--- src/rtl/shift_register_in_frame_if.sv ---
// Interface bundling the capture controls, serial input and the word handshake
// of shift_register_in_frame. Clock and reset stay as plain ports.
interface shift_register_in_frame_if #(
    parameter int DATA_WIDTH = 64,
    parameter int LEN_WIDTH  = 7
);
    logic                  start;
    logic [LEN_WIDTH-1:0]  bit_length;
    logic                  lsb_first;
    logic                  data_load;
    logic                  sdi;
    logic                  clear_register;
    logic                  data_ready;
    logic [DATA_WIDTH-1:0] data_out;
    logic                  data_valid;
    logic                  busy;
    logic                  overrun;

    // Driver side: the SPI sequencer and the register-read consumer.
    modport master (
        output start, bit_length, lsb_first, data_load, sdi, clear_register, data_ready,
        input  data_out, data_valid, busy, overrun
    );

    // Capture block side.
    modport slave (
        input  start, bit_length, lsb_first, data_load, sdi, clear_register, data_ready,
        output data_out, data_valid, busy, overrun
    );
endinterface

--- src/rtl/shift_register_in_frame.sv ---
// Length-programmable serial input shift register with a one-deep output
// buffer and valid/ready handshake. Frames of 1..DATA_WIDTH bits are captured
// MSB- or LSB-first and right-justified; words that cannot be buffered set
// the sticky overrun flag.
//
//   state | meaning
//   ------+------------------------------------------------------------
//   IDLE  | waiting for start; data_load is ignored
//   SHIFT | capturing bits on data_load until count reaches the length
module shift_register_in_frame #(
    parameter int DATA_WIDTH = 64,
    parameter int LEN_WIDTH  = 7
) (
    input  logic                     CLK100MHZ,
    input  logic                     reset,
    shift_register_in_frame_if.slave bus
);

    typedef enum logic {IDLE = 1'b0, SHIFT = 1'b1} state_t;

    state_t                state;
    state_t                next_state;
    logic [DATA_WIDTH-1:0] shreg;
    logic [DATA_WIDTH-1:0] word_next;
    logic [LEN_WIDTH-1:0]  count;
    logic [LEN_WIDTH-1:0]  count_plus;
    logic [LEN_WIDTH-1:0]  len_q;
    logic [LEN_WIDTH-1:0]  len_clamped;
    logic                  order_q;
    logic                  arm;
    logic                  capture;
    logic                  done;
    logic [DATA_WIDTH-1:0] data_out_q;
    logic                  valid_q;
    logic                  overrun_q;

    // Oversized lengths saturate at the register width.
    assign len_clamped = (bus.bit_length > LEN_WIDTH'(DATA_WIDTH)) ?
                         LEN_WIDTH'(DATA_WIDTH) : bus.bit_length;
    assign count_plus  = count + LEN_WIDTH'(1);

    // The shift register starts zeroed, so either order leaves the bits above
    // the frame length at zero without explicit masking.
    assign word_next = order_q ? (shreg | (DATA_WIDTH'(bus.sdi) << count))
                               : ((shreg << 1) | DATA_WIDTH'(bus.sdi));

    // State register.
    always_ff @(posedge CLK100MHZ or posedge reset) begin
        if (reset) begin
            state <= IDLE;
        end else begin
            state <= next_state;
        end
    end

    // Next-state and per-cycle control decode.
    always_comb begin
        next_state = state;
        arm        = 1'b0;
        capture    = 1'b0;
        done       = 1'b0;
        if (bus.clear_register) begin
            next_state = IDLE;
        end else begin
            case (state)
                IDLE: begin
                    if (bus.start && (len_clamped != '0)) begin
                        arm        = 1'b1;
                        next_state = SHIFT;
                    end
                end
                SHIFT: begin
                    if (bus.data_load) begin
                        capture = 1'b1;
                        if (count_plus == len_q) begin
                            done       = 1'b1;
                            next_state = IDLE;
                        end
                    end
                end
                default: next_state = IDLE;
            endcase
        end
    end

    // Frame parameters, shift register and bit counter.
    always_ff @(posedge CLK100MHZ or posedge reset) begin
        if (reset) begin
            shreg   <= '0;
            count   <= '0;
            len_q   <= '0;
            order_q <= 1'b0;
        end else if (bus.clear_register) begin
            shreg   <= '0;
            count   <= '0;
        end else if (arm) begin
            shreg   <= '0;
            count   <= '0;
            len_q   <= len_clamped;
            order_q <= bus.lsb_first;
        end else if (capture) begin
            shreg   <= word_next;
            count   <= count_plus;
        end
    end

    // One-deep output buffer; a completed word may replace one being consumed
    // in the same cycle, otherwise it is dropped and flagged.
    always_ff @(posedge CLK100MHZ or posedge reset) begin
        if (reset) begin
            data_out_q <= '0;
            valid_q    <= 1'b0;
            overrun_q  <= 1'b0;
        end else if (bus.clear_register) begin
            data_out_q <= '0;
            valid_q    <= 1'b0;
            overrun_q  <= 1'b0;
        end else if (done) begin
            if (!valid_q || bus.data_ready) begin
                data_out_q <= word_next;
                valid_q    <= 1'b1;
            end else begin
                overrun_q  <= 1'b1;
            end
        end else if (valid_q && bus.data_ready) begin
            valid_q <= 1'b0;
        end
    end

    assign bus.data_out   = data_out_q;
    assign bus.data_valid = valid_q;
    assign bus.overrun    = overrun_q;
    assign bus.busy       = (state == SHIFT);

endmodule

--- src/flat_wrapper.sv ---
// flat-port wrapper written by rule: the top's interface ports become plain ports
module shift_register_in_frame_flat 
#(
    parameter int DATA_WIDTH = 64,
    parameter int LEN_WIDTH  = 7
)
  (CLK100MHZ, reset, bus_start, bus_bit_length, bus_lsb_first, bus_data_load, bus_sdi, bus_clear_register, bus_data_ready, bus_data_out, bus_data_valid, bus_busy, bus_overrun);
  shift_register_in_frame_if #(.DATA_WIDTH(DATA_WIDTH), .LEN_WIDTH(LEN_WIDTH)) bus_i ();
  input  logic CLK100MHZ;
  input  logic reset;
  input wire logic [$bits(bus_i.start)-1:0] bus_start;
  input wire logic [$bits(bus_i.bit_length)-1:0] bus_bit_length;
  input wire logic [$bits(bus_i.lsb_first)-1:0] bus_lsb_first;
  input wire logic [$bits(bus_i.data_load)-1:0] bus_data_load;
  input wire logic [$bits(bus_i.sdi)-1:0] bus_sdi;
  input wire logic [$bits(bus_i.clear_register)-1:0] bus_clear_register;
  input wire logic [$bits(bus_i.data_ready)-1:0] bus_data_ready;
  output wire logic [$bits(bus_i.data_out)-1:0] bus_data_out;
  output wire logic [$bits(bus_i.data_valid)-1:0] bus_data_valid;
  output wire logic [$bits(bus_i.busy)-1:0] bus_busy;
  output wire logic [$bits(bus_i.overrun)-1:0] bus_overrun;
  assign bus_i.start = bus_start;
  assign bus_i.bit_length = bus_bit_length;
  assign bus_i.lsb_first = bus_lsb_first;
  assign bus_i.data_load = bus_data_load;
  assign bus_i.sdi = bus_sdi;
  assign bus_i.clear_register = bus_clear_register;
  assign bus_i.data_ready = bus_data_ready;
  assign bus_data_out = bus_i.data_out;
  assign bus_data_valid = bus_i.data_valid;
  assign bus_busy = bus_i.busy;
  assign bus_overrun = bus_i.overrun;
  shift_register_in_frame #(.DATA_WIDTH(DATA_WIDTH), .LEN_WIDTH(LEN_WIDTH)) u_core (.CLK100MHZ(CLK100MHZ), .reset(reset), .bus(bus_i));
endmodule
--- config.mk ---
export PLATFORM = sky130hd
export DESIGN_NAME = shift_register_in_frame_flat
export DESIGN_NICKNAME = d
export VERILOG_FILES = /design/src/rtl/shift_register_in_frame_if.sv /design/src/rtl/shift_register_in_frame.sv /design/src/flat_wrapper.sv
export SDC_FILE = /design/constraint.sdc
export NUM_CORES = 1
export LEC_CHECK = 0
export ABC_AREA = 1
export CAP_MARGIN = 25
export CORE_MARGIN = 5
export CORE_UTILIZATION = 55
export CTS_CLUSTER_DIAMETER = 60
export DETAILED_ROUTE_END_ITERATION = 10
export DONT_BUFFER_PORTS = 1
export PLACE_DENSITY = 0.69
export SLEW_MARGIN = 20
export SYNTH_ARGS = -nofsm -noshare
export SYNTH_HDL_FRONTEND = slang
export SYNTH_SLANG_ARGS = --single-unit
--- constraint.sdc ---
create_clock -name CLK100MHZ -period 6.5 [get_ports CLK100MHZ]
set_clock_uncertainty 0.05 [all_clocks]
set_input_delay 0.975 -clock CLK100MHZ [delete_from_list [all_inputs] [get_ports CLK100MHZ]]
set_output_delay 0.975 -clock CLK100MHZ [all_outputs]
set_load 0.05 [all_outputs]
==> results.tsv, run 1 <==
stage	metric	value	unit
run_status	status	complete, no violations	
power_and_ir_drop	leakage	3.640	nW
drt	remaining_drc_errors	0	
drt	via_per_inst	5.676	
cts	htreeDepth	4	
placed_design	hpwl	12560	um
timing	min_period	3741	ps
yosys	netlist_instances	986	
setup_path	worstSetupPathType	reg2reg	
setup_path	crit_arrival	4000	ps
die	dieArea	0.01598	mm^2
setup_path	cp-end-kind	flop	
yosys	syn-cell-area	0.007456	mm^2
cts	cts_sinks	146	
timing	setup_slack	2759	ps
cts	cts_made_buffers	17	
global_routing	grt_pass1_wl	32160	um
final_layout	syn_to_final_growth	8.256	%
hold_path	hp-class	reg2reg	
drt	first_pass_iters	5	
global_routing	grt_pass1_vias	6009	
timing	slew_violations	0	
drt	drtIter0Drc	812	
die	rows	42	
timing	worst_slew_pin_slew	996.0	ps
yosys	yosys.area.top_type	dfrtp_1	
setup_path	required	6760	ps
final_layout	fin_nets	962	
die	initial_core_util	56.30	%
timing	finalHoldViolCount	0	
drt	ant_nets	0	
global_routing	gr-total-overflow	0	
yosys	synth_top_area_share	49.00	%
cts	cts_resized	0	
timing	grt_setup_unrepaired	no	
cts	cts_hold_buf	0	
setup_path	startpoint_type	flop	
yosys	yosysWarnings	0	
cts	clockBufferDepth	2	
timing	max_clock_freq	267.3	MHz
placed_design	dp_slack	2592	ps
power_and_ir_drop	vdd_ir_drop_max	0.1949	mV
die	chipWidth	126.4	um
global_routing	grt_max_degree	115	
cts	cts_root_buffer	clkbuf_16	
timing	fin_tns_setup	0	ps
drt	routed_wl	19460	um
cts	cts_setup_buffers	0	
global_routing	grt.total_usage	24.75	%
yosys	synth-seq-area-share	49.00	%
global_routing	antenna_found_initial	0	
cts	worst_skew_pair.late_latency	420	ps
drt	wl_per_cell	17.15	um
final_layout	fillers	1218	
cts	tritoncts	done	
yosys	syn_area_per_cell	7.562	um^2
drt	num_vias	6442	
placed_design	io_buffer_count	0	
die	core_area	0.01324	mm^2
cts	clkTransAtPathRegs	60	ps
die	fp.dieH	126.4	um
job	cap_violations	0	
timing	setup_viol	0	
final_layout	drive_above_1_share	6.257	%
yosys	synth_seq_cells	146	
die	io_pins	82	
placed_design	place.gp.congestion	0.9696	
power_and_ir_drop	cellPowerDensity	317.7	mW/mm^2
final_layout	diodes	0	
setup_path	path_max_fanout	71	
yosys	synth.area.top_cells	dfrtp_1 (49%), nand2_1 (15%), o21ai_0 (8.4%)	
yosys	synth_fp_nets	1002	
timing	maxSlewHeadroom	33.60	%
yosys	netlist-cell-type-count	29	
timing	finalCritPeriodShare	57.56	%
==> sequential cells by signal (all words and copies together) (netlist names) <==
signal / count
u_core.len_q: 7
u_core.shreg: 64
u_core.order_q: 1
u_core.bus.busy: 1
u_core.bus.data_out: 64
u_core.bus.data_valid: 1
u_core.count: 7
u_core.bus.overrun: 1
==> power breakdown <==
part	total, mW	switching [mW]	internal, mW
Sequential	1.21	0.229	0.980
Clock	1.09	0.374	0.715
Combinational	0.266	0.190	0.0753
==> kinds of logic after synthesis <==
logic type | Yosys count | synth area share (%)
flip-flops | 146 | 49.00
AO/OA/AOI/OAI | 210 | 14.94
buffers and inverters | 159 | 9.196
adder cells (fa/ha/maj) | 1 | 0.1678
AND/OR/NAND/NOR | 470 | 26.70
==> per-layer routing <==
| layer | up-vias | GRT usage, % | share of wire, % |
|---|---|---|---|
| met5 | - | 0 | 0 |
| met4 | 0 | 7.256 | 1.6 |
| met1 | 3064 | 36.00 | 46 |
| met3 | 29 | 6.011 | 6.5 |
| met2 | 201 | 36.99 | 46 |
| li1 | 3148 | - | - |
==> stage by stage <==
stage	instances	power [mW]	cell area (um^2)	util [%]	hold WS [ps]
after floorplan	986	1.432	7456	-	424.6
after global placement	1103	1.487	7405	55.91	453.8
after detailed placement	1103	1.493	7405	55.91	463.9
after CTS	1135	2.582	8071	60.95	478.2
after global routing	1135	2.679	8071	60.95	507.0
final	1135	2.564	8071	60.95	474.9
==> path summary, 6_finish.rpt <==
path | from | to | slack, ps | cells after the start
min reg2reg | u_core.len_q[0]$_DFFE_PP0P_ | u_core.len_q[0]$_DFFE_PP0P_ | 470 | 2
max in group asynchronous | reset | u_core.shreg[43]$_DFFE_PP0P_ | 4610 | 2
max | u_core.bus.busy$_DFF_PP0_ | u_core.bus.data_out[0]$_DFFE_PP0P_ | 2760 | 12
min in group asynchronous | reset | u_core.bus.data_out[12]$_DFFE_PP0P_ | 490 | 1
max reg2reg | u_core.bus.busy$_DFF_PP0_ | u_core.bus.data_out[0]$_DFFE_PP0P_ | 2760 | 12
min | u_core.len_q[0]$_DFFE_PP0P_ | u_core.len_q[0]$_DFFE_PP0P_ | 470 | 2
==> placed cells by master (no fill, tap or decap), drive strengths merged <==
cell type,netlist,layout
inv,90,91
bufinv,0,4
buf,25,8
o21ai,139,139
ha,1,1
dfrtp,146,146
a31oi,48,48
clkinv,2,3
nand2,297,297
nor2,44,44
nand3b,1,1
clkinvlp,0,1
nor3,16,16
nand3,100,100
clkbuf,42,25
or2,3,3
o211ai,1,1
a21oi,22,22
nand4,9,9
==> cells in the mapped netlist (all sizes together) <==
master / instances
nand3b: 1
o21ai: 139
a31oi: 48
ha: 1
o211ai: 1
nor2: 44
inv: 90
or2: 3
a21oi: 22
nand2: 297
clkinv: 2
buf: 25
nand4: 9
dfrtp: 146
nand3: 100
clkbuf: 42
nor3: 16
==> area by class of cell <==
type                    count  area [um^2]  area share (%)
well taps                 176        220.2           2.728
flip-flops and latches    146         3655           45.28
clock inverters             7        141.4           1.752
multi-input cells         681         3117           38.61
repair buffers              8        60.06          0.7441
inverters                  92        352.8           4.371
clock buffers              25        525.5           6.511
==> critical path: stages (launching register included) <==
cell and delay (ps):
dfrtp_1 690, nand2_2 240, inv_2 90, buf_4 600
nand2_1 100, nor3_1 150, nand2_1 70, nor2_1 120
nand2_2 100, nand2_4 500, nand2_4 560, nand2_1 190
nand2_1 60
Power figures use the tool's default switching activity.
==> inputs of run 2 (changes only) <==
clock period = 3.5 ns   (was 6.5 ns; I/O delays follow)
==> run 2 against run 1 <==
  * Setup slack got worse by 2100 ps
  * Via count grew 1.1%
  * Utilization is 0.50 points lower
  * Non-clock buffer count grew 3
  * Highest routed layer unchanged
  * Largest power group unchanged
  * Critical path depth is the same
  * Register-to-register slack worse by 2100 ps
  * Die area did not move
  * Combinational power up 88%
  * Cell count is 0.18% higher
  * Critical path type unchanged
==> results.tsv, run 2 (same netlist as run 1, synthesis figures left out) <==
stage	metric	value	unit	change
final_layout	syn_to_final_growth	7.367	%	was 8.256%
global_routing	grt_max_degree	114		was 115
cts	tritoncts	done		unchanged
cts	cts_made_buffers	17		unchanged
final_layout	fin_nets	965		was 962
timing	whs	8.938	ps	was 474.9 ps
setup_path	r2r_end	u_core.bus.data_out[59]$_DFFE_PP0P_		was u_core.bus.data_out[0]$_DFFE_PP0P_
setup_path	startpoint	u_core.count[0]$_DFFE_PP0P_		was u_core.bus.busy$_DFF_PP0_
final_layout	design_area	0.008005	mm^2	was 0.008071 mm^2
timing	setup_slack	673.1	ps	was 2759 ps
global_routing	grt_pass1_vias	6162		was 6009
timing	finalHoldViolCount	0		unchanged
timing	finalCritPeriodShare	80.77	%	was 57.56%
die	dieArea	0.01598	mm^2	unchanged
cts	worst_skew_pair.late_latency	430	ps	was 420 ps
final_layout	postLayoutCoreUtil	60.45	%	was 60.95%
cts	cts_hold_buf	0		unchanged
cts	cts_resized	0		unchanged
setup_path	reg2reg_slack	670	ps	was 2760 ps
cts	cts_root_buffer	clkbuf_16		unchanged
cts	clockBufferDepth	2		unchanged
job	cap_violations	0		unchanged
timing	worst_slew_pin_slew	975.3	ps	was 996.0 ps
power_and_ir_drop	leakage	3.607	nW	was 3.640 nW
timing	slew_violations	0		unchanged
setup_path	cp-endpoint	u_core.bus.data_out[59]$_DFFE_PP0P_		was u_core.bus.data_out[0]$_DFFE_PP0P_
cts	cts_sinks	146		unchanged
placed_design	dp_slack	697.7	ps	was 2592 ps
cts	cts_setup_buffers	0		unchanged
cts	clkTransAtPathRegs	60	ps	about the same
drt	first_pass_iters	5		unchanged
setup_path	crit_arrival	3090	ps	was 4000 ps
die	fp.dieH	126.4	um	unchanged
drt	routed_wl	19510	um	was 19460 um
power_and_ir_drop	cellPowerDensity	557.6	mW/mm^2	was 317.7 mW/mm^2
placed_design	hpwl	12980	um	was 12560 um
timing	setup_viol	0		unchanged
setup_path	required	3760	ps	was 6760 ps
power_and_ir_drop	vdd_ir_drop_max	0.3305	mV	was 0.1949 mV
timing	min_period	2827	ps	was 3741 ps
global_routing	antenna_found_initial	0		unchanged
placed_design	place.gp.congestion	0.9755		was 0.9696
setup_path	startpoint_type	flop		unchanged
timing	max_clock_freq	353.7	MHz	was 267.3 MHz
timing	grt_setup_unrepaired	no		unchanged
placed_design	dpl.cell_count	1106		was 1103
drt	drtIter0Drc	675		was 812
setup_path	cp-end-kind	flop		unchanged
final_layout	drive_above_1_share	6.452	%	was 6.257%
global_routing	gr-total-overflow	0		unchanged
drt	remaining_drc_errors	0		unchanged
setup_path	path_max_fanout	64		was 71
hold_path	hp-class	in2async		was reg2reg
final_layout	layout_common_cells	nand2_1 (291), dfrtp_1 (145), o21ai_0 (125)		unchanged
die	core_area	0.01324	mm^2	unchanged
placed_design	place_area	0.007451	mm^2	was 0.007405 mm^2
run_status	status	complete, no violations		unchanged
drt	wl_per_cell	17.16	um	was 17.15 um
final_layout	diodes	0		unchanged
power_and_ir_drop	power	4.463	mW	was 2.564 mW
final_layout	final_common_cell	nand2_1		unchanged
drt	num_vias	6513		was 6442
die	io_pins	82		unchanged
setup_path	worstSetupPathType	reg2reg		unchanged
drt	via_per_inst	5.728		was 5.676
drt	ant_nets	0		unchanged
setup_path	reg2regPathDepth	12		unchanged
die	chipWidth	126.4	um	unchanged
placed_design	io_buffer_count	0		unchanged
cts	htreeDepth	4		unchanged
global_routing	grt.total_usage	25.17	%	was 24.75%
die	rows	42		unchanged
global_routing	grt_pass1_wl	32570	um	was 32160 um
setup_path	r2r_start	u_core.count[0]$_DFFE_PP0P_		was u_core.bus.busy$_DFF_PP0_
final_layout	final-instance-count-excl-fill	1137		was 1135
die	initial_core_util	56.30	%	unchanged
timing	maxSlewHeadroom	34.98	%	was 33.60%
timing	fin_tns_setup	0	ps	unchanged
## run 2: critical path, stage by stage (launching register included)
cell and delay, ps:
dfrtp_1 550, ha_1 280, nand2_2 110, nor2_2 180
nand2_1 100, nand3_1 90, nand2_1 50, nor2_1 130
nand2_2 110, nand2_4 300, nand2_4 430, nand2_1 190
nand2_1 60
## run 2: area by class of cell
type / count / area, um^2
timing repair buffer: 11 / 107.6
clock buffer: 21 / 470.5
fill: 1241 / 5238
multi-input combinational: 681 / 3117
tap: 176 / 220.2
sequential: 146 / 3655
inverter: 92 / 351.6
clock inverter: 10 / 83.83
## run 2: power by group
group          total (mW)  internal (mW)  switching, mW
sequential           2.25           1.82          0.426
clock                1.72           1.02          0.695
combinational       0.499          0.144          0.354
## run 2: routing by layer
layer,part of all wire [%],track usage [%]
met1,45,35.56
met2,46,37.80
met4,2.0,8.391
met5,0,0
met3,7.1,6.810
## run 2: worst min-delay path by stage
stage,end,slack (ps),cells after the start
6_report,u_core.bus.data_out[6]$_DFFE_PP0P_,9,1
5_1_grt,u_core.bus.data_out[8]$_DFFE_PP0P_,50,1
4_1_cts,u_core.bus.data_out[6]$_DFFE_PP0P_,9,1
3_5_place_dp,u_core.bus.data_out[6]$_DFFE_PP0P_,460,1
3_3_place_gp,u_core.len_q[0]$_DFFE_PP0P_,450,2
2_1_floorplan,u_core.len_q[4]$_DFFE_PP0P_,420,2
==> inputs of run 3 (changes only) <==
PLACE_DENSITY = 0.72   (was 0.69)
clock period = 2.6 ns   (was 3.5 ns; I/O delays follow)
==> run 3 against run 2 <==
  * Sequential share of layout area decreased by 1.1 points
  * Via count is 0.60% higher
  * Cell area grew 2.5%
  * Cell count rose by 1.5%
  * First-iteration DRC count decreased by 4.1%
  * Maximum frequency up 23%
  * Count of clock-buffer cells in the layout down 1
  * Register-to-register slack got worse by 370 ps
  * Clock power increased by 48%
  * Utilization increased by 1.5 points
  * Die area did not move
==> results.tsv, run 3 (same netlist as run 1, synthesis figures left out) <==
stage	metric	value	unit	change
run_status	status	complete, no violations		unchanged
setup_path	path_max_fanout	34		was 64
timing	finalHoldViolCount	0		unchanged
final_layout	drive_above_1_share	7.975	%	was 6.452%
placed_design	io_buffer_count	0		unchanged
job	cap_violations	0		unchanged
cts	cts_resized	0		unchanged
final_layout	final_common_cell	nand2_1		unchanged
drt	via_per_inst	5.678		was 5.728
cts	htreeDepth	4		unchanged
final_layout	layout_common_cells	nand2_1 (291), dfrtp_1 (145), o21ai_0 (125)		unchanged
drt	first_pass_iters	5		unchanged
setup_path	cp-end-kind	flop		unchanged
final_layout	syn_to_final_growth	10.10	%	was 7.367%
setup_path	crit_arrival	2610	ps	was 3090 ps
placed_design	place_area	0.007589	mm^2	was 0.007451 mm^2
cts	tritoncts	done		unchanged
drt	routed_wl	19630	um	was 19510 um
setup_path	startpoint_type	flop		unchanged
timing	maxSlewHeadroom	47.49	%	was 34.98%
final_layout	diodes	0		unchanged
cts	cts_setup_buffers	0		unchanged
die	chipWidth	126.4	um	unchanged
global_routing	grt.total_usage	25.44	%	was 25.17%
hold_path	hp-class	in2reg		was in2async
timing	setup_viol	0		unchanged
global_routing	gr-total-overflow	0		unchanged
placed_design	dp_slack	329.1	ps	was 697.7 ps
final_layout	postLayoutCoreUtil	61.99	%	was 60.45%
drt	drtIter0Drc	647		was 675
global_routing	grt_pass1_vias	6253		was 6162
setup_path	worstSetupPathType	reg2reg		unchanged
timing	grt_setup_unrepaired	no		unchanged
cts	cts_hold_buf	1		was 0
power_and_ir_drop	cellPowerDensity	763.2	mW/mm^2	was 557.6 mW/mm^2
power_and_ir_drop	power	6.265	mW	was 4.463 mW
die	dieArea	0.01598	mm^2	unchanged
timing	finalCritPeriodShare	88.48	%	was 80.77%
timing	slew_violations	0		unchanged
placed_design	hpwl	13530	um	was 12980 um
drt	num_vias	6552		was 6513
die	io_pins	82		unchanged
drt	wl_per_cell	17.01	um	was 17.16 um
cts	worst_skew_pair.late_latency	430	ps	about the same
drt	ant_nets	0		unchanged
die	rows	42		unchanged
cts	clockBufferDepth	2		unchanged
cts	clkTransAtPathRegs	60	ps	about the same
placed_design	place.gp.congestion	1.059		was 0.9755
die	initial_core_util	56.30	%	unchanged
global_routing	antenna_found_initial	0		unchanged
final_layout	multi_input_area	0.003117	mm^2	unchanged
cts	cts_sinks	146		unchanged
power_and_ir_drop	leakage	3.714	nW	was 3.607 nW
die	fp.dieH	126.4	um	unchanged
timing	fin_tns_setup	0	ps	unchanged
timing	min_period	2301	ps	was 2827 ps
timing	setup_slack	299.5	ps	was 673.1 ps
drt	remaining_drc_errors	0		unchanged
setup_path	required	2910	ps	was 3760 ps
global_routing	grt_max_degree	71		was 114
final_layout	design_area	0.008209	mm^2	was 0.008005 mm^2
cts	cts_root_buffer	clkbuf_16		unchanged
die	core_area	0.01324	mm^2	unchanged
timing	max_clock_freq	434.7	MHz	was 353.7 MHz
power_and_ir_drop	vdd_ir_drop_max	0.4392	mV	was 0.3305 mV
final_layout	layout.area.seq	0.003655	mm^2	unchanged
timing	worst_slew_pin_slew	787.7	ps	was 975.3 ps
global_routing	grt_pass1_wl	33070	um	was 32570 um
cts	cts_made_buffers	17		unchanged
final_layout	fillers	1237		was 1241
final_layout	fin_nets	981		was 965
==> run 3: final timing paths <==
kind,start,end,slack (ps),depth (start not counted)
worst max-delay path,u_core.count[0]$_DFFE_PP0P_,u_core.bus.data_out[48]$_DFFE_PP0P_,300,12
worst min-delay path,bus_lsb_first,u_core.order_q$_DFFE_PP0P_,30,2
worst max register to register,u_core.count[0]$_DFFE_PP0P_,u_core.bus.data_out[48]$_DFFE_PP0P_,300,12
worst min register to register,u_core.len_q[4]$_DFFE_PP0P_,u_core.len_q[4]$_DFFE_PP0P_,480,2
max in group asynchronous,reset,u_core.bus.overrun$_DFFE_PP0P_,1310,3
min in group asynchronous,reset,u_core.bus.data_out[7]$_DFFE_PP0P_,450,2
==> run 3: per-stage QoR <==
stage | hold slack (ps) | cells
6_report | 33.60 | 1154
3_3_place_gp | 299.3 | 1121
4_1_cts | 22.61 | 1154
5_1_grt | 49.71 | 1154
2_1_floorplan | 424.6 | 986
3_5_place_dp | 304.2 | 1121
==> run 3: per-layer routing <==
layer  share of wire [%]  vias up  GRT usage [%]
li1                    -     3197              -
met1                  46     3108          36.39
met2                  46      216          38.39
met3                 6.4       31          6.305
met4                 1.9        0          7.886
met5                   0        -              0
==> run 3: area by class of cell <==
type / instances / share of cell area (%)
clock buffer: 20 / 5.563
clock inverter: 12 / 1.875
inverter: 92 / 4.283
multi-input combinational: 681 / 37.97
sequential: 146 / 44.52
tap: 176 / 2.683
timing repair buffer: 27 / 3.109
==> run 3: power breakdown <==
group	switching [mW]	internal [mW]
clock	0.978	1.56
sequential	0.574	2.45
combinational	0.489	0.214
==> run 3: critical path, stage by stage, from the launching register on <==
cell     delay, ps
dfrtp_1        480
ha_1           370
inv_1           50
nand2_1         50
nand2_1         50
nor3_1         210
nand2_1         90
nor2_1         130
nand2_2        100
nand2_4         90
buf_4          310
nand3_1        130
nand2_1        100
==> patch 1 (settings of run 1) <==
`LEN_WIDTH` is set to 7 in 3 places; all go to 14.
--- a/src/rtl/shift_register_in_frame_if.sv
+++ b/src/rtl/shift_register_in_frame_if.sv
@@ -3,5 +3,5 @@
 interface shift_register_in_frame_if #(
     parameter int DATA_WIDTH = 64,
-    parameter int LEN_WIDTH  = 7
+    parameter int LEN_WIDTH  = 14
 );
     logic                  start;
--- a/src/rtl/shift_register_in_frame.sv
+++ b/src/rtl/shift_register_in_frame.sv
@@ -10,5 +10,5 @@
 module shift_register_in_frame #(
     parameter int DATA_WIDTH = 64,
-    parameter int LEN_WIDTH  = 7
+    parameter int LEN_WIDTH  = 14
 ) (
     input  logic                     CLK100MHZ,
--- a/src/flat_wrapper.sv
+++ b/src/flat_wrapper.sv
@@ -3,5 +3,5 @@
 #(
     parameter int DATA_WIDTH = 64,
-    parameter int LEN_WIDTH  = 7
+    parameter int LEN_WIDTH  = 14
 )
   (CLK100MHZ, reset, bus_start, bus_bit_length, bus_lsb_first, bus_data_load, bus_sdi, bus_clear_register, bus_data_ready, bus_data_out, bus_data_valid, bus_busy, bus_overrun);
Ports: changed (resized bus_bit_length); port bits go from 82 to 89. No check against the original RTL was run, so the function may have changed too.
==> patch 1 against run 1 <==
  * Worst hold slack got worse by 0.058 ns
  * Non-clock buffer count is 3 higher
  * Total power shrank 1.2%
  * Final area up 15%
  * Sequential cell count rose by 14
  * Area after synthesis is 17% higher
  * Cell count up 20%
  * Maximum frequency increased by 3.7%
  * Setup slack better by 0.13 ns
  * Combinational power increased by 46%
  * Routed wire length is 26% higher
  * Critical path depth shrank 5
==> patch 1: results (changes against run 1) <==
[status]
status=finished, final reports clean  ; unchanged

[power_and_ir_drop]
irDropWorstVdd_mv=0.1865  ; was 0.1949 mV
leakagePower_nw=4.469  ; was 3.640 nW

[finish]
layout.comb_gates.multi_input=885  ; was 681
seq_area_mm2=0.004005  ; was 0.003655 mm2
inverters=59  ; was 92
fillCellCount=1486  ; was 1218
layout-drive-gt1-share_pct=6.545  ; was 6.257%
buffer_area_share_pct=1.025  ; was 0.7441%
multi_input_area_mm2=0.004071  ; was 0.003117 mm2
final_core_util_pct=59.02  ; was 60.95%
design.seq.count=160  ; was 146
nNonClkBuffers=11  ; was 8
n_antenna_cell=0  ; unchanged
clock_buffers=22  ; was 25
clockNetworkAreaShare_pct=6.436  ; was 8.262%

[clock_tree]
cts.repair.resized=0  ; unchanged
cts_setup_buffers=0  ; unchanged
clock-root-buffer=clkbuf_16  ; unchanged
clk_pin_slew_ns=0.06  ; about the same
clock_latency_ns=0.43
cts_buffers=17  ; unchanged

[global_route]
grt_usage_pct=27.72  ; was 24.75%
gr-usage-met2_pct=41.26  ; was 36.99%
grt.busiest_layer=met2  ; unchanged
gr-usage-met3_pct=5.033  ; was 6.011%
grt_pass1_vias=7561  ; was 6009
antenna_found_initial=0  ; unchanged
met1_usage_pct=40.10  ; was 36.00%
grt_first_pass_wirelength_mm=40.56  ; was 32.16 mm
grt_max_degree=114  ; was 115

[synth]
synth_warnings=0  ; unchanged
synth_flop_cell=dfrtp_1  ; unchanged
synth.distinct_cells=32  ; was 29
netlist_top_cells_area=dfrtp_1 46%, nand2_1 11%, nor2_1 8.5%  ; was dfrtp_1 49%, nand2_1 15%, o21ai_0 8.4%
synthArstFlopShare_pct=100.0  ; unchanged
syn_nets=1211  ; was 1002
syn_inst=1188  ; was 986
yosysSeqAreaShare_pct=45.98  ; was 49.00%
synth_commonest_cells=265 x nand2_1, 197 x nor2_1, 160 x dfrtp_1  ; was 291 x nand2_1, 146 x dfrtp_1, 125 x o21ai_0

[routing]
vias=8038  ; was 6442
wl_met2_mm=11.00  ; was 9.006 mm
drt-met1-wl_mm=10.91  ; was 8.875 mm
drt_iter0_markers=937  ; was 812
via_per_inst=5.902  ; was 5.676
highest_layer=met4  ; unchanged
dr_wl_met3_mm=1.790  ; was 1.268 mm
drt-total-wl_mm=24.50  ; was 19.46 mm
dr.pass1.iters=8  ; was 5

[sta]
tightest_slew_ns=0.9324  ; was 0.9960 ns

[die]
nWellTaps=216  ; was 176

[job]
cap_viol_max_count=0  ; unchanged

[place]
place_area_mm2=0.008655  ; was 0.007405 mm2
dp.cells=1330  ; was 1103
pre_cts_ws_ns=2.551  ; was 2.592 ns
place_congestion=0.8799  ; was 0.9696
hpwl_mm=15.40  ; was 12.56 mm

[setup_path]
cp.arrival_ns=3.89  ; was 4.00 ns
crit_fanout=32  ; was 71

[worst_hold_path]
hold_path.class=reg -> reg  ; unchanged

[patch 1: changes by cell type in the layout (fill, tap and decap cells not counted), sizes merged, moves of 29 or more]
cell,delta
nor2,+164
inv,-33
a21oi,+39
nand4,+80
o21ai,-29
a31oi,-47
[patch 1: cells by family (layout without fill, tap and decap cells)]
family,count (synthesis),after routing,synth area share [%]
buffers and inverters,143,101,7.414
and+or+nand+nor,709,709,36.31
adders and majority gates,1,1,0.1437
DFF,160,160,45.98
AOI/OAI and AO/OA,175,175,10.16
[patch 1: path summary, 6_finish.rpt]
path                            depth (start not counted)                                  end  slack (ns)                    startpoint
min in group asynchronous                               1  u_core.bus.data_out[44]$_DFFE_PP0P_        0.49                         reset
worst min register to register                          2         u_core.len_q[10]$_DFFE_PP0P_        0.42  u_core.len_q[10]$_DFFE_PP0P_
max in group asynchronous                               2         u_core.len_q[11]$_DFFE_PP0P_        4.76                         reset
worst max register to register                          7         u_core.shreg[20]$_DFFE_PP0P_        2.89     u_core.bus.busy$_DFF_PP0_
worst max-delay path                                    7         u_core.shreg[20]$_DFFE_PP0P_        2.89     u_core.bus.busy$_DFF_PP0_
worst min-delay path                                    2         u_core.len_q[10]$_DFFE_PP0P_        0.42  u_core.len_q[10]$_DFFE_PP0P_
[patch 1: worst max-delay path, cell delays in order, from the launching register on]
cell	delay (ns)
dfrtp_1	0.72
nand2_1	0.10
buf_4	0.28
inv_1	0.45
nor2_4	0.04
inv_1	0.69
nand2_1	0.77
o21ai_0	0.38
[patch 1: where the power goes]
group | leakage [nW] | internal (mW) | switching [mW] | total [mW]
logic | 1.99 | 0.101 | 0.287 | 0.389
registers | 2.19 | 1.04 | 0.0713 | 1.11
clock network | 0.287 | 0.623 | 0.410 | 1.03
total | 4.47 | 1.76 | 0.769 | 2.53
==> patch 2 (config.mk and constraints of run 1) <==
Made on the original files. Reset style: synchronous (`reset`), changed in 3 clocked blocks.
--- a/src/rtl/shift_register_in_frame.sv
+++ b/src/rtl/shift_register_in_frame.sv
@@ -46,5 +46,5 @@
 
     // State register.
-    always_ff @(posedge CLK100MHZ or posedge reset) begin
+    always_ff @(posedge CLK100MHZ) begin
         if (reset) begin
             state <= IDLE;
@@ -85,5 +85,5 @@
 
     // Frame parameters, shift register and bit counter.
-    always_ff @(posedge CLK100MHZ or posedge reset) begin
+    always_ff @(posedge CLK100MHZ) begin
         if (reset) begin
             shreg   <= '0;
@@ -107,5 +107,5 @@
     // One-deep output buffer; a completed word may replace one being consumed
     // in the same cycle, otherwise it is dropped and flagged.
-    always_ff @(posedge CLK100MHZ or posedge reset) begin
+    always_ff @(posedge CLK100MHZ) begin
         if (reset) begin
             data_out_q <= '0;
Behaviour: differs if reset is asserted again (counterexample within 4 cycles, from zero or initial values and one cycle with reset high); with reset held inactive, the same outputs for 4 cycles.
==> patch 2 against run 1 <==
  * Global-route usage is 0.54 points lower
  * Routed wire length down 2.1%
  * Setup slack improved by 0.73 ns
  * Area after synthesis down 1.6%
  * Count of clock-buffer cells in the layout down 2
  * First-iteration DRC count decreased by 6.4%
  * Sequential cell count is the same
  * Final area is 1.6% lower
  * Critical path type unchanged
Power is not compared: it rests on default switching activity, and its combinational part moved more than twofold at a synthesized area within 25%.
==> patch 2: results (changes against run 1) <==
[finish]
layout-drive-gt1-share_pct=5.471  ; was 6.257%
fin_nets=1118  ; was 962

[routing]
drt_iter0_markers=760  ; was 812
dr_wl_met3_mm=1.551  ; was 1.268 mm
wl_met2_mm=8.154  ; was 9.006 mm
via_per_inst=5.301  ; was 5.676
wl_per_cell_um=14.75  ; was 17.15 um
vias=6843  ; was 6442
drt-met1-wl_mm=8.935  ; was 8.875 mm

[synth]
synth_compound_area_share_pct=14.35  ; was 14.94%
synth_fa_ha_area_share_pct=0.1705  ; was 0.1678%
synth.avg_cell_area_um2=6.393  ; was 7.562 um2
synth.distinct_cells=35  ; was 29
synth_commonest_cells=273 x nand2_1, 220 x nor2_1, 149 x inv_1  ; was 291 x nand2_1, 146 x dfrtp_1, 125 x o21ai_0
netlist_top_cells_area=dfxtp_1 40%, nand2_1 14%, nor2_1 11%  ; was dfrtp_1 49%, nand2_1 15%, o21ai_0 8.4%
yosysSeqAreaShare_pct=39.82  ; was 49.00%
syn_nets=1164  ; was 1002
synth_flop_cell=dfxtp_1  ; was dfrtp_1
synthArstFlopShare_pct=0  ; was 100.0%

[place]
pre_cts_ws_ns=3.482  ; was 2.592 ns
place_congestion=0.9527  ; was 0.9696
dp.cells=1259  ; was 1103
place_area_mm2=0.007335  ; was 0.007405 mm2
hpwl_mm=12.75  ; was 12.56 mm

[setup_path]
crit_path_max_incr_delay_ns=0.72  ; was 0.69 ns
r2r-start=u_core.count[4]$_SDFFE_PP0P_  ; was u_core.bus.busy$_DFF_PP0_
crit_fanout=36  ; was 71
reg2reg_to=u_core.bus.data_out[61]$_SDFFE_PP0P_  ; was u_core.bus.data_out[0]$_DFFE_PP0P_
critical-path-slowest-cell=dfxtp_1  ; was dfrtp_1
cp.arrival_ns=3.28  ; was 4.00 ns
r2r_cells=11  ; was 12

[sta]
tightest_slew_ns=0.8974  ; was 0.9960 ns
fin_hold_ws_ns=0.4156  ; was 0.4749 ns
period_share_pct=46.31  ; was 57.56%

[global_route]
grt_usage_pct=24.22  ; was 24.75%
met1_usage_pct=34.71  ; was 36.00%
antenna_found_initial=0  ; unchanged
grt_pass1_vias=6170  ; was 6009
grt_max_degree=80  ; was 115
grt_first_pass_wirelength_mm=31.60  ; was 32.16 mm
gr-usage-met3_pct=5.544  ; was 6.011%
gr-usage-met2_pct=35.59  ; was 36.99%

[clock_tree]
clockBufferDepth=2  ; unchanged
cts_buffers=17  ; unchanged
htree_levels=4  ; unchanged

[worst_hold_path]
min_from=u_core.shreg[35]$_SDFFE_PP0P_  ; was u_core.len_q[0]$_DFFE_PP0P_
holdPathEnd=u_core.shreg[35]$_SDFFE_PP0P_  ; was u_core.len_q[0]$_DFFE_PP0P_
min_path_cells=2  ; unchanged

[status]
status=finished, final reports clean  ; unchanged

[power_and_ir_drop]
irDropWorstVdd_mv=0.1671

==> patch 2: changes by cell type after synthesis, moves of 29 or more <==
cell,change
a211oi_1,+37
a21oi_1,+29
a31oi_1,-37
dfrtp_1,-146
dfxtp_1,+146
inv_1,+65
nand3_1,-56
nor2_1,+179
o21ai_0,-69
==> patch 2: worst max-delay path, delay by kind of cell (launching register included) <==
family / cells / cell delay (ns)
and+or+nand+nor: 11 / 2.12
DFF: 1 / 0.72
==> patch 2: logic make-up after synthesis <==
| kind of cell | Yosys count |
|---|---|
| AO/OA/AOI/OAI | 179 |
| flip-flops | 146 |
| AND/OR/NAND/NOR | 595 |
| adder cells (fa/ha/maj) | 1 |
| buffers and inverters | 227 |
==> patch 2: area by class of cell <==
class,instances,area (um2)
Multi-Input combinational cell,775,3540
Sequential cell,146,2924
Tap cell,176,220.2
Clock inverter,9,128.9
Clock buffer,23,478.0
Timing Repair Buffer,8,72.57
Inverter,154,578.1
Fill cell,1309,5249
